--- src/rtl/pitch_frame_scheduler.sv ---
// pitch_frame_scheduler: frame sequencer around the f0 estimator.
// Captures N_SAMPLES ADC samples into the shared sample RAM, then hands
// RAM read ownership to the estimator, waits for its done handshake,
// picks the winning note from five 36-bit sums and publishes it.
// Ports:
//   clk, rst_n          clock, async active-low reset
//   run                 level, keep sequencing frames while high
//   sample_valid/_in    ADC sample strobe and 12-bit data
//   est_addr            estimator RAM read address
//   mem_we/addr/wdata   shared RAM port (capture owns it only in CAPTURE)
//   est_start/est_done  estimator start pulse / done level
//   sum_c..sum_a        estimator per-note sums
//   note_out/note_valid winning note (0=C 1=D 2=E 3=G 4=A) and update pulse
//   busy                high in every state except IDLE
//   err_timeout         sticky watchdog flag
// Optional: define WATCHDOG_EN to enable the WAIT_LO/WAIT_HI watchdog.
module pitch_frame_scheduler #(
    parameter int N_SAMPLES      = 2048,
    parameter bit SELECT_MAX     = 1'b0,
    parameter int TIMEOUT_CYCLES = 32768
) (
    input  logic        clk,
    input  logic        rst_n,
    input  logic        run,
    input  logic        sample_valid,
    input  logic [11:0] sample_in,
    input  logic [10:0] est_addr,
    output logic        mem_we,
    output logic [10:0] mem_addr,
    output logic [11:0] mem_wdata,
    output logic        est_start,
    input  logic        est_done,
    input  logic [35:0] sum_c,
    input  logic [35:0] sum_d,
    input  logic [35:0] sum_e,
    input  logic [35:0] sum_g,
    input  logic [35:0] sum_a,
    output logic [2:0]  note_out,
    output logic        note_valid,
    output logic        busy,
    output logic        err_timeout
);

    typedef enum logic [2:0] {
        S_IDLE,
        S_CAPTURE,
        S_START,
        S_WAIT_LO,
        S_WAIT_HI,
        S_COMPARE,
        S_REPORT
    } state_t;

    localparam logic [10:0] LAST_PTR = 11'(N_SAMPLES - 1);

    state_t      state_q, state_d;
    logic [10:0] wr_ptr_q, wr_ptr_d;
    logic [2:0]  cmp_q, cmp_d;
    logic [35:0] best_q, best_d;
    logic [2:0]  idx_q, idx_d;
    logic [2:0]  note_q, note_d;
    logic [35:0] cur_sum;
    logic        better;
    logic        wd_hit;
    logic        lock_q;

`ifdef WATCHDOG_EN
    localparam logic [15:0] WD_LAST = 16'(TIMEOUT_CYCLES - 1);

    logic [15:0] wd_q, wd_d;
    logic        err_q, err_d;
    logic        lock_d;

    assign wd_hit      = (wd_q == WD_LAST);
    assign err_timeout = err_q;

    always_ff @(posedge clk or negedge rst_n) begin
        if (!rst_n) begin
            wd_q   <= '0;
            err_q  <= 1'b0;
            lock_q <= 1'b0;
        end else begin
            wd_q   <= wd_d;
            err_q  <= err_d;
            lock_q <= lock_d;
        end
    end

    // lock_q blocks restart after a timeout until run is seen low in IDLE.
    always_comb begin
        wd_d   = wd_q;
        err_d  = err_q;
        lock_d = lock_q;
        if (state_q == S_START) begin
            wd_d = '0;
        end else if (state_q == S_WAIT_LO || state_q == S_WAIT_HI) begin
            if (wd_hit) begin
                err_d  = 1'b1;
                lock_d = 1'b1;
            end else begin
                wd_d = wd_q + 16'd1;
            end
        end
        if (state_q == S_IDLE && !run) begin
            lock_d = 1'b0;
        end
    end
`else
    assign wd_hit      = 1'b0;
    assign lock_q      = 1'b0;
    // TIMEOUT_CYCLES has no role without the watchdog; this folds to 0.
    assign err_timeout = (TIMEOUT_CYCLES < 0);
`endif

    always_comb begin
        unique case (cmp_q)
            3'd0:    cur_sum = sum_c;
            3'd1:    cur_sum = sum_d;
            3'd2:    cur_sum = sum_e;
            3'd3:    cur_sum = sum_g;
            default: cur_sum = sum_a;
        endcase
    end

    // Strict comparison so ties keep the earlier (lower) note index.
    assign better = SELECT_MAX ? (cur_sum > best_q) : (cur_sum < best_q);

    always_ff @(posedge clk or negedge rst_n) begin
        if (!rst_n) begin
            state_q  <= S_IDLE;
            wr_ptr_q <= '0;
            cmp_q    <= '0;
            best_q   <= '0;
            idx_q    <= '0;
            note_q   <= '0;
        end else begin
            state_q  <= state_d;
            wr_ptr_q <= wr_ptr_d;
            cmp_q    <= cmp_d;
            best_q   <= best_d;
            idx_q    <= idx_d;
            note_q   <= note_d;
        end
    end

    always_comb begin
        state_d    = state_q;
        wr_ptr_d   = wr_ptr_q;
        cmp_d      = cmp_q;
        best_d     = best_q;
        idx_d      = idx_q;
        note_d     = note_q;
        mem_we     = 1'b0;
        mem_addr   = est_addr;
        mem_wdata  = sample_in;
        est_start  = 1'b0;
        note_valid = 1'b0;
        note_out   = note_q;
        busy       = (state_q != S_IDLE);
        unique case (state_q)
            S_IDLE: begin
                wr_ptr_d = '0;
                if (run && !lock_q) begin
                    state_d = S_CAPTURE;
                end
            end
            S_CAPTURE: begin
                mem_we   = sample_valid;
                mem_addr = wr_ptr_q;
                if (!run) begin
                    state_d = S_IDLE;
                end else if (sample_valid) begin
                    wr_ptr_d = wr_ptr_q + 11'd1;
                    if (wr_ptr_q == LAST_PTR) begin
                        state_d = S_START;
                    end
                end
            end
            S_START: begin
                est_start = 1'b1;
                state_d   = S_WAIT_LO;
            end
            // est_done idles high, so first wait for the estimator to drop it.
            S_WAIT_LO: begin
                if (wd_hit) begin
                    state_d = S_IDLE;
                end else if (!est_done) begin
                    state_d = S_WAIT_HI;
                end
            end
            S_WAIT_HI: begin
                cmp_d = '0;
                if (wd_hit) begin
                    state_d = S_IDLE;
                end else if (est_done) begin
                    state_d = S_COMPARE;
                end
            end
            S_COMPARE: begin
                if (cmp_q == 3'd0 || better) begin
                    best_d = cur_sum;
                    idx_d  = cmp_q;
                end
                if (cmp_q == 3'd4) begin
                    state_d = S_REPORT;
                end else begin
                    cmp_d = cmp_q + 3'd1;
                end
            end
            S_REPORT: begin
                note_valid = 1'b1;
                note_out   = idx_q;
                note_d     = idx_q;
                wr_ptr_d   = '0;
                state_d    = run ? S_CAPTURE : S_IDLE;
            end
            default: begin
                state_d = S_IDLE;
            end
        endcase
    end

endmodule

--- config.mk ---
export PLATFORM = sky130hd
export DESIGN_NAME = pitch_frame_scheduler
export DESIGN_NICKNAME = d
export VERILOG_FILES = /design/src/rtl/pitch_frame_scheduler.sv
export SDC_FILE = /design/constraint.sdc
export NUM_CORES = 1
export LEC_CHECK = 0
export ABC_AREA = 0
export CORE_MARGIN = 3
export CORE_UTILIZATION = 48
export DETAILED_ROUTE_END_ITERATION = 10
export GPL_ROUTABILITY_DRIVEN = 0
export PLACE_DENSITY_LB_ADDON = 0.1
export SYNTH_ARGS = -nofsm -noshare
export SYNTH_HDL_FRONTEND = slang
export SYNTH_SLANG_ARGS = --single-unit
--- constraint.sdc ---
create_clock -name clk -period 10.9 [get_ports clk]
set_input_delay 1.635 -clock clk [delete_from_list [all_inputs] [get_ports clk]]
set_output_delay 1.635 -clock clk [all_outputs]
set_load 0.02 [all_outputs]
=== After elaboration in Yosys (flattened, before gate mapping) ===
Cells that the tools add are included.
W data, S select, Z words.

* Bits of input ports: 208
* Flip-flop bits (word level): 59
* Output and inout port bits: 31
* Logic and storage cells: 60

* Add/subtract/negate cells: 2
* Multiplexer cells: 20
* Order comparisons: 1
* Equality and inequality tests: 20
* Reduce and logical (&&, ||, !) cells: 11

{| class="wikitable"
|+ Operators by type and width
! operator !! number
|-
| $pmux W36 S4 || 1
|-
| $lt A36 B36 Y1 || 1
|-
| $mux W11 || 3
|-
| $mux W3 || 9
|-
| $pmux W11 S2 || 1
|-
| $pmux W3 S7 || 1
|-
| $ne A2 B2 Y1 const B || 7
|-
| $eq A3 B2 Y1 const B || 4
|-
| $eq A3 B3 Y1 const B || 4
|-
| $add A11 B1 Y11 const B || 1
|-
| $eq A11 B11 Y1 const B || 1
|-
| $eq A3 B1 Y1 const B || 2
|-
| $logic_not A3 Y1 || 2
|-
| $ne A3 B3 Y1 const B || 2
|-
| $pmux W3 S2 || 1
|-
| $reduce_and A6 Y1 || 1
|-
| $mux W1 || 4
|-
| $reduce_and A2 Y1 || 2
|-
| $reduce_bool A2 Y1 || 2
|-
| $add A3 B1 Y3 const B || 1
|-
| $reduce_and A3 Y1 || 1
|-
| $reduce_bool A3 Y1 || 1
|-
| $reduce_or A2 Y1 || 1
|-
| $logic_or A1 B1 Y1 || 1
|}

=== Logic depth before layout (Yosys ltp) ===
Gate-level depths: netlist of the first run.

* Depth after elaboration: 5
* Mapped depth: 18
* Depth with buffers taken out: 13

=== Least setup slack after synthesis of the first run ===
No wires, ideal clock.

* Path type: input -> register
* Start: input sum_e[35]
* End: register best_q[11]
* Arrival: 3.878 ns
* Stages on the path: 13
* Path slack: 6.892 ns
* Required time: 10.770 ns
* Setup time: 0.130 ns
* Buffers on the path: 2
* Cell sequence: a222oi_1 -> o21ai_0 -> mux2i_1 -> inv_1 -> ha_1 -> nand4_2 -> nor4_4 -> nand4_1 -> o22a_2 -> buf_6 -> buf_6 -> nand4_1 -> nand3_1

* Cells in the longest elaborated chain, start to end: 4

{| class="wikitable"
|+ RTL lines
! item !! RTL line !! RTL
|-
| start, declared || 35 || <nowiki>input logic [35:0] sum_e,</nowiki>
|-
| $pmux W36 S4 || 116 || <nowiki>unique case (cmp_q)</nowiki>
|-
| net cur_sum[35] || 62 || <nowiki>logic [35:0] cur_sum;</nowiki>
|-
| $lt A36 B36 Y1 || 126 || <nowiki>assign better = SELECT_MAX ? (cur_sum > best_q) : (cur_sum < best_q);</nowiki>
|-
| $logic_or A1 B1 Y1 || 200 || <nowiki>if (cmp_q == 3'd0 || better) begin</nowiki>
|-
| $reduce_and A2 Y1 (no line) || - ||
|-
| end signal, assigned || 140 || <nowiki>best_q <= best_d;</nowiki>
|-
| end, declared || 59 || <nowiki>logic [35:0] best_q, best_d;</nowiki>
|}

The timed path passes the listed nets, and every way through them passes these cells.
A chain may end at the register's enable or synchronous reset.

=== Worst setup path after layout of the first run ===
* Start: register cmp_q[0]
* End: register idx_q[2]

* Cells in the longest elaborated chain, start to end: 5
* Elaborated cells on any way between the ends: 8
* Those cells by class: order compare: 1; eq/ne: 3; mux: 1; reduce/logical: 3

{| class="wikitable"
|+ RTL lines
! item !! RTL line !! RTL
|-
| start, declared || 58 || <nowiki>logic [2:0] cmp_q, cmp_d;</nowiki>
|-
| start signal, assigned || 139 || <nowiki>cmp_q <= cmp_d;</nowiki>
|-
| $eq A3 B2 Y1, or another cell as far along || 116 ||
|-
| $pmux W36 S4 (*) || 116 ||
|-
| net cur_sum[33] || 62 ||
|-
| $lt A36 B36 Y1 (*) || 126 ||
|-
| $logic_or A1 B1 Y1 (*) || 200 ||
|-
| $reduce_and A2 Y1 (no line) (*) || - ||
|-
| end signal, assigned || 141 || <nowiki>idx_q <= idx_d;</nowiki>
|-
| end, declared || 60 || <nowiki>logic [2:0] idx_q, idx_d;</nowiki>
|}

Mark *: on every way through the listed nets, which the timed path passes. The rest lies on a longest branch.

==> results of run 1 <==
[logic make-up after synthesis]
group / share of synthesized area
multiplexers: 0.08742
XOR/XNOR: 0.01035
AND/OR/NAND/NOR: 0.2014
adder cells (fa/ha/maj): 0.08657
flip-flops: 0.2492
buffers and inverters: 0.1197
other: 0.0006328
AO/OA/AOI/OAI: 0.2447
[flip-flops by register name, summed over array words and instances, names as in the netlist]
register and count:
idx_q 3, note_q 3, best_q 36, cmp_q 3, wr_ptr_q 11, state_q 3
[worst register-to-register path, stage by stage (launching register included)]
cell and delay (ns):
dfrtp_1 0.43, inv_1 0.12, ha_2 0.83, nor4_4 0.13, nor2_4 0.39, buf_4 0.48
mux2i_1 0.31, inv_1 0.10, ha_1 0.32, a21oi_1 0.17, nor2_1 0.06, a211oi_1 0.52
o2111a_1 0.61, buf_4 0.41, a21oi_1 0.12, o32a_1 0.32
[final cells by class]
type	count	area (um2)	share of cell area
clock buffer	11	242.7	0.02939
clock inverter	5	52.55	0.006363
inverter	79	296.5	0.03590
multi-input combinational	534	3761	0.4554
sequential	59	1476	0.1788
tap	164	205.2	0.02484
timing repair buffer	226	2225	0.2694
[report_power, final]
part / internal, W / total, W / leakage (nW) / switching, W
clock network: 0.000182 / 0.000283 / 0.145 / 0.000102
logic: 0.000706 / 0.00182 / 2.79 / 0.00112
registers: 0.000312 / 0.000395 / 0.698 / 0.0000824
total: 0.00120 / 0.00250 / 3.63 / 0.00130
[path summary, 6_finish.rpt]
kind	startpoint	slack [ns]	to	cells past startpoint
max	cmp_q[0]	5.45	idx_q[2]	15
min	note_q[2]	0.50	note_q[2]	1
max reg2reg	cmp_q[0]	5.45	idx_q[2]	15
min reg2reg	note_q[2]	0.50	note_q[2]	1
max in group asynchronous	rst_n	8.88	idx_q[1]	2
min in group asynchronous	rst_n	1.48	best_q[15]	2
[cell usage after synthesis (8+ instances only)]
cell type  number
ha_1           41
o21ai_0        45
a222oi_1       36
mux2_2         14
buf_6           8
nand3_1        45
o211ai_1       29
inv_1          78
clkbuf_1       30
o211ai_2       10
nand4_1        45
a21oi_1        56
mux2i_1        36
nand2_1        62
nor2_1         50
buf_2          21
buf_4          13
dfrtp_1        59
[metal layers]
| metal | GRT usage | vias to the layer above |
|---|---|---|
| met5 | 0 | - |
| met4 | 0.09174 | 0 |
| met3 | 0.05450 | 33 |
| met2 | 0.5135 | 249 |
| met1 | 0.3278 | 3137 |
| li1 | - | 3068 |
[stage by stage]
step | setup slack, ns | utilization | total power, W | hold slack (ns) | cells
after CTS | 5.514 | 0.7023 | 0.002491 | 0.5000 | 1078
after floorplan | 6.892 | - | 0.001714 | 0.4645 | 746
after global placement | 5.646 | 0.6772 | 0.002106 | 0.4833 | 1062
after global routing | 5.145 | 0.7023 | 0.002716 | 0.5219 | 1078
final | 5.450 | 0.7023 | 0.002501 | 0.4951 | 1078
after detailed placement | 5.504 | 0.6772 | 0.002190 | 0.4867 | 1062
==> impl_results.md, run 1 <==
- DR top layer: met4
- Leak pwr: 3.631 nW
- IO Pins: about 240
- Worst-path cell chain: inv_1, ha_2, nor4_4, nor2_4, buf_4, mux2i_1, inv_1, ha_1, a21oi_1, nor2_1, a211oi_1, o2111a_1, buf_4, a21oi_1, o32a_1
- Setup Viol. Count Final: 0
- Buf+Inv Stages, Crit Path: 4
- RSZ-0062 raised after global routing: false
- Post-route cell area: slightly above 0.008 mm2
- Worst-path cell with the longest stage delay: ha_2
- Minimum clock period: about 5.5 ns
- Max Clock Skew: approximately 0.006 ns
- Slew at the pin with the worst max-slew slack: 1.020 ns
- Syn. warnings: 0
- Final Max Tran Viols: 0
- Synth unique cells: between 60 and 70
- Wire length on met1: about 8 mm
- Crit. End Element: flop
- Crit path kind: reg2reg
- Met2 WL: about 10 mm
- Worst hold-check path type: reg2reg
- Arr. time, crit path: approximately 5.7 ns
- Layout cells sized above 1: 0.07768
- # diodes: 0
- Slew HR: 0.3149
- Vias per Instance: approximately 6
- Initial Utilization: 0.5039
- Req. time, crit path: about 11 ns
- Clock root buffer: clkbuf_16
- GRT Total Usage: 0.2804
- Largest net degree at the start of global routing: 60
- CP max stage delay: about 0.83 ns
- Die Wd: 117.1 um
- Met3 Routed Length: approximately 1.2 mm
- Post-CTS resize count: 0
- HPWL after DPL: about 14 mm
- Post-synth top flop: dfrtp_1
- Synth top area share: 0.2492
- Die Span Y: 117.1 um
- CTS tree: done
- Status: finished, final reports clean
- Drt wl/cell: approximately 18 um
- PwrDens: ~300 mW/mm2
- Number of CTS-inserted buffers: 9
- Commonest non-fill, non-tap cell in the layout: clkdlybuf4s50_1
- Clock slew at reported path FFs: 0.06 ns
- Final ANT Viol Nets: 0
- Clock Path Buffers: 2
- Worst skew pair latency: 0.33 ns
- Final wirelength: just under 20 mm
- Sink Count: slightly below 60
- Routed vias: between 6000 and 7000
- Total Nets Final: between 1000 and 1500
- Filler instances: just under 1000
- Initial antenna violation count: 0
- Post-CTS Setup Repair Bufs: 0
- Synth async-reset ratio: 1.000
- Vias in the first global route: roughly 6600
- Fin crit share: 0.5000
- Placement Cell Area: 0.007964 mm2
- Post-synth EDFFs: 0
- Final hold viol count: 0
- FF+latch count, synth: 59
- Maximum vdd drop: 0.2017 mV
- Most frequent cells in the layout: clkdlybuf4s50_1 (212), inv_1 (78), nand2_1 (62)
- Cells after synthesis: roughly 750
- Post-synth net total: about 1000
- Buffers on Ports: around 210
- Syn avg cell area: a little under 8 um2
- Fmax: 183.5 MHz
- CTS Hold Bufs: 0
- Seq/Total Area, Yosys: 0.2492
- Dominant cell type by area after synthesis: dfrtp_1
- DRC: 0
- Startpoint types: flop
- Rows: 39
- CP max FO: between 40 and 50
- Netlist Area Pre-Place: roughly 0.0059 mm2
- Area delta synth->final: 39.38%
- Gr ovfl total: 0
- First drt pass iteration count: 6
- First-pass GRT wire length: 31.00 mm
- Top delay family on crit path: compound AO/OA/AOI/OAI gates
- Synth top area cells: dfrtp_1 (25%), ha_1 (8.7%), a222oi_1 (6.1%)
- Setup TNS: 0 ns
- Maxcap violations: 0
- H-Tree Depth: 3
- Drt first-iter violations: 445
- Core area: 0.01176 mm2
- Total Die Area: roughly 0.014 mm2
Power figures use the tool's default switching activity.
==> inputs of run 2 (changes only) <==
--- a/config.mk
+++ b/config.mk
@@ -7,7 +7,7 @@
 export LEC_CHECK = 0
 export ABC_AREA = 0
 export CORE_MARGIN = 3
-export CORE_UTILIZATION = 48
+export CORE_UTILIZATION = 45
 export DETAILED_ROUTE_END_ITERATION = 10
 export GPL_ROUTABILITY_DRIVEN = 0
 export PLACE_DENSITY_LB_ADDON = 0.1
==> constraint.sdc (replaced) <==
create_clock -name clk -period 5.72 [get_ports clk]
set_input_delay 0.858 -clock clk [delete_from_list [all_inputs] [get_ports clk]]
set_output_delay 0.858 -clock clk [all_outputs]
set_load 0.02 [all_outputs]
==> run 2 against run 1 <==
Via count decreased by 0.32%. Sequential cell count unchanged. Critical path depth unchanged. Critical path type unchanged. Largest cell class unchanged.
==> impl_results.md, run 2 (same netlist as run 1, synthesis figures left out) <==
- Core area: roughly 0.013 mm2
- CP max stage delay: around 0.75 ns
- Die Wd: between 100 and 150 um
- Worst hold slack: 0.5060 ns
- # diodes: 0
- Initial antenna violation count: 0
- Setup TNS: 0 ns
- Filler instances: ~1100
- Drt first-iter violations: roughly 500
- Startpoint types: flop
- Sink Count: 59
- HPWL after DPL: 14.34 mm
- Biggest regs: best_q (36), wr_ptr_q (11)
- Fin crit share: 0.8780
- R2R cell count: 15
- DRC: 0
- Max Clock Skew: between 0.007 and 0.008 ns
- Clock Path Buffers: 2
- Worst-path cell with the longest stage delay: o22ai_4
- Final Max Tran Viols: 0
- Commonest non-fill, non-tap cell in the layout: clkdlybuf4s50_1
- R2R Setup Slk: 0.70 ns
- RSZ-0062 raised after global routing: false
- Initial Utilization: 0.4658
- Top reg by flops: best_q
- Largest net degree at the start of global routing: 60
- Clock slew at reported path FFs: ~0.050 ns
- Status: finished, final reports clean
- Clock root buffer: clkbuf_16
- First-pass GRT wire length: around 32 mm
- Total Nets Final: roughly 1200
- Buffers on Ports: about 210
- Post-CTS Setup Repair Bufs: 0
- Drt wl/cell: ~19 um
- Worst-path cell chain: ha_1, ha_1, nor2b_2, nor2_4, buf_12, mux2i_1, inv_1, ha_1, nand4_2, nor4_4, nand4_1, o22ai_4, buf_4, o211ai_1, nand3_1
- Minimum clock period: roughly 5.0 ns
- GRT Total Usage: 0.2731
- PwrDens: 584.8 mW/mm2
- Die Span Y: approximately 120 um
- Final wirelength: around 20 mm
- Worst hold-check path type: reg2reg
- Arr. time, crit path: between 5 and 6 ns
- Slew at the pin with the worst max-slew slack: about 0.97 ns
- H-Tree Depth: 3
- Post-CTS resize count: 0
- Slew HR: 0.3528
- CTS Hold Bufs: 0
- Crit path launch: cmp_q[0]
- Fmax: between 150 and 200 MHz
- Req. time, crit path: 5.98 ns
- Number of CTS-inserted buffers: 9
- IO Pins: roughly 240
- Setup Viol. Count Final: 0
- Pwr Total: 0.004880 W
- Max reg flops: 36
- CP max FO: 25
- Gr ovfl total: 0
- Leak pwr: ~3.7 nW
- Routed vias: about 6500
- Vias per Instance: approximately 5.9
- Rows: between 40 and 50
- Reg-to-Reg End: best_q[12]
- Maxcap violations: 0
- CTS tree: done
- Maximum vdd drop: between 0.3 and 0.4 mV
- First drt pass iteration count: 8
- Worst skew pair latency: around 0.33 ns
- CP dominant cell by count: ha_1
- Most frequent cells in the layout: clkdlybuf4s50_1 (212), inv_1 (78), nand2_1 (62)
- Crit. End Element: flop
- Crit path kind: reg2reg
- Layout cells sized above 1: 0.07969
- Final ANT Viol Nets: 0
- Worst R2R Start: cmp_q[0]
- Vias in the first global route: between 6000 and 7000
- Placed instance count: 1072
- Final hold viol count: 0
- Termination of the worst setup path: best_q[12]
- Total Die Area: ~0.015 mm2
- Area delta synth->final: 40.81%
- Final cell count without fillers: 1088
-- run 2: changes by cell type in the layout (fill, tap and decap cells not counted) --
cell	change
buf_12	+1
bufinv_16	+2
clkinvlp_4	-1
clkinv_2	-1
buf_4	+1
-- run 2: critical path: cells and delay by family (launching register included) --
family,cells,cell delay [ns]
AND/OR/NAND/NOR,6,1.51
adder cells (fa/ha/maj),3,1.08
AO/OA/AOI/OAI,2,0.88
buffers and inverters,3,0.74
flip-flops,1,0.44
multiplexers,1,0.28
-- run 2: through the flow --
step	setup slack [ns]	instance area [um2]	util
finish	0.6978	8344	0.6559
global route	0.3293	8344	0.6559
CTS	0.7260	8344	0.6559
detailed placement	0.7528	8001	0.6289
global placement	0.9134	8001	0.6289
floorplan	2.039	5926	-
-- run 2: worst min path at each step --
stage | start | endpoint | slack (ns) | cells past startpoint
after floorplan | idx_q[2] | idx_q[2] | 0.46 | 1
after global placement | note_q[1] | note_q[1] | 0.48 | 1
after detailed placement | idx_q[2] | idx_q[2] | 0.49 | 1
after CTS | note_q[2] | note_q[2] | 0.51 | 1
after global routing | note_q[2] | note_q[2] | 0.53 | 1
final | note_q[2] | note_q[2] | 0.51 | 1
-- run 2: cell type report --
cell class	count	area [um2]	share of cell area
clock buffer	11	242.7	0.02909
clock inverter	5	100.1	0.01200
inverter	79	296.5	0.03554
multi-input combinational	534	3761	0.4507
sequential	59	1476	0.1769
tap	172	215.2	0.02579
timing repair buffer	228	2252	0.2699
-- run 2: routing by layer --
layer / part of all wire / vias to the layer above / GRT usage
met4: 0.030 / 0 / 0.1105
met1: 0.41 / 3082 / 0.3406
li1: - / 3068 / -
met2: 0.50 / 271 / 0.4722
met3: 0.060 / 45 / 0.04116
met5: 0 / - / 0
-- run 2: where the power goes --
part           switching (W)  internal (W)
Sequential          0.000159      0.000595
Combinational        0.00213       0.00137
Clock               0.000198      0.000436
Total                0.00248       0.00240
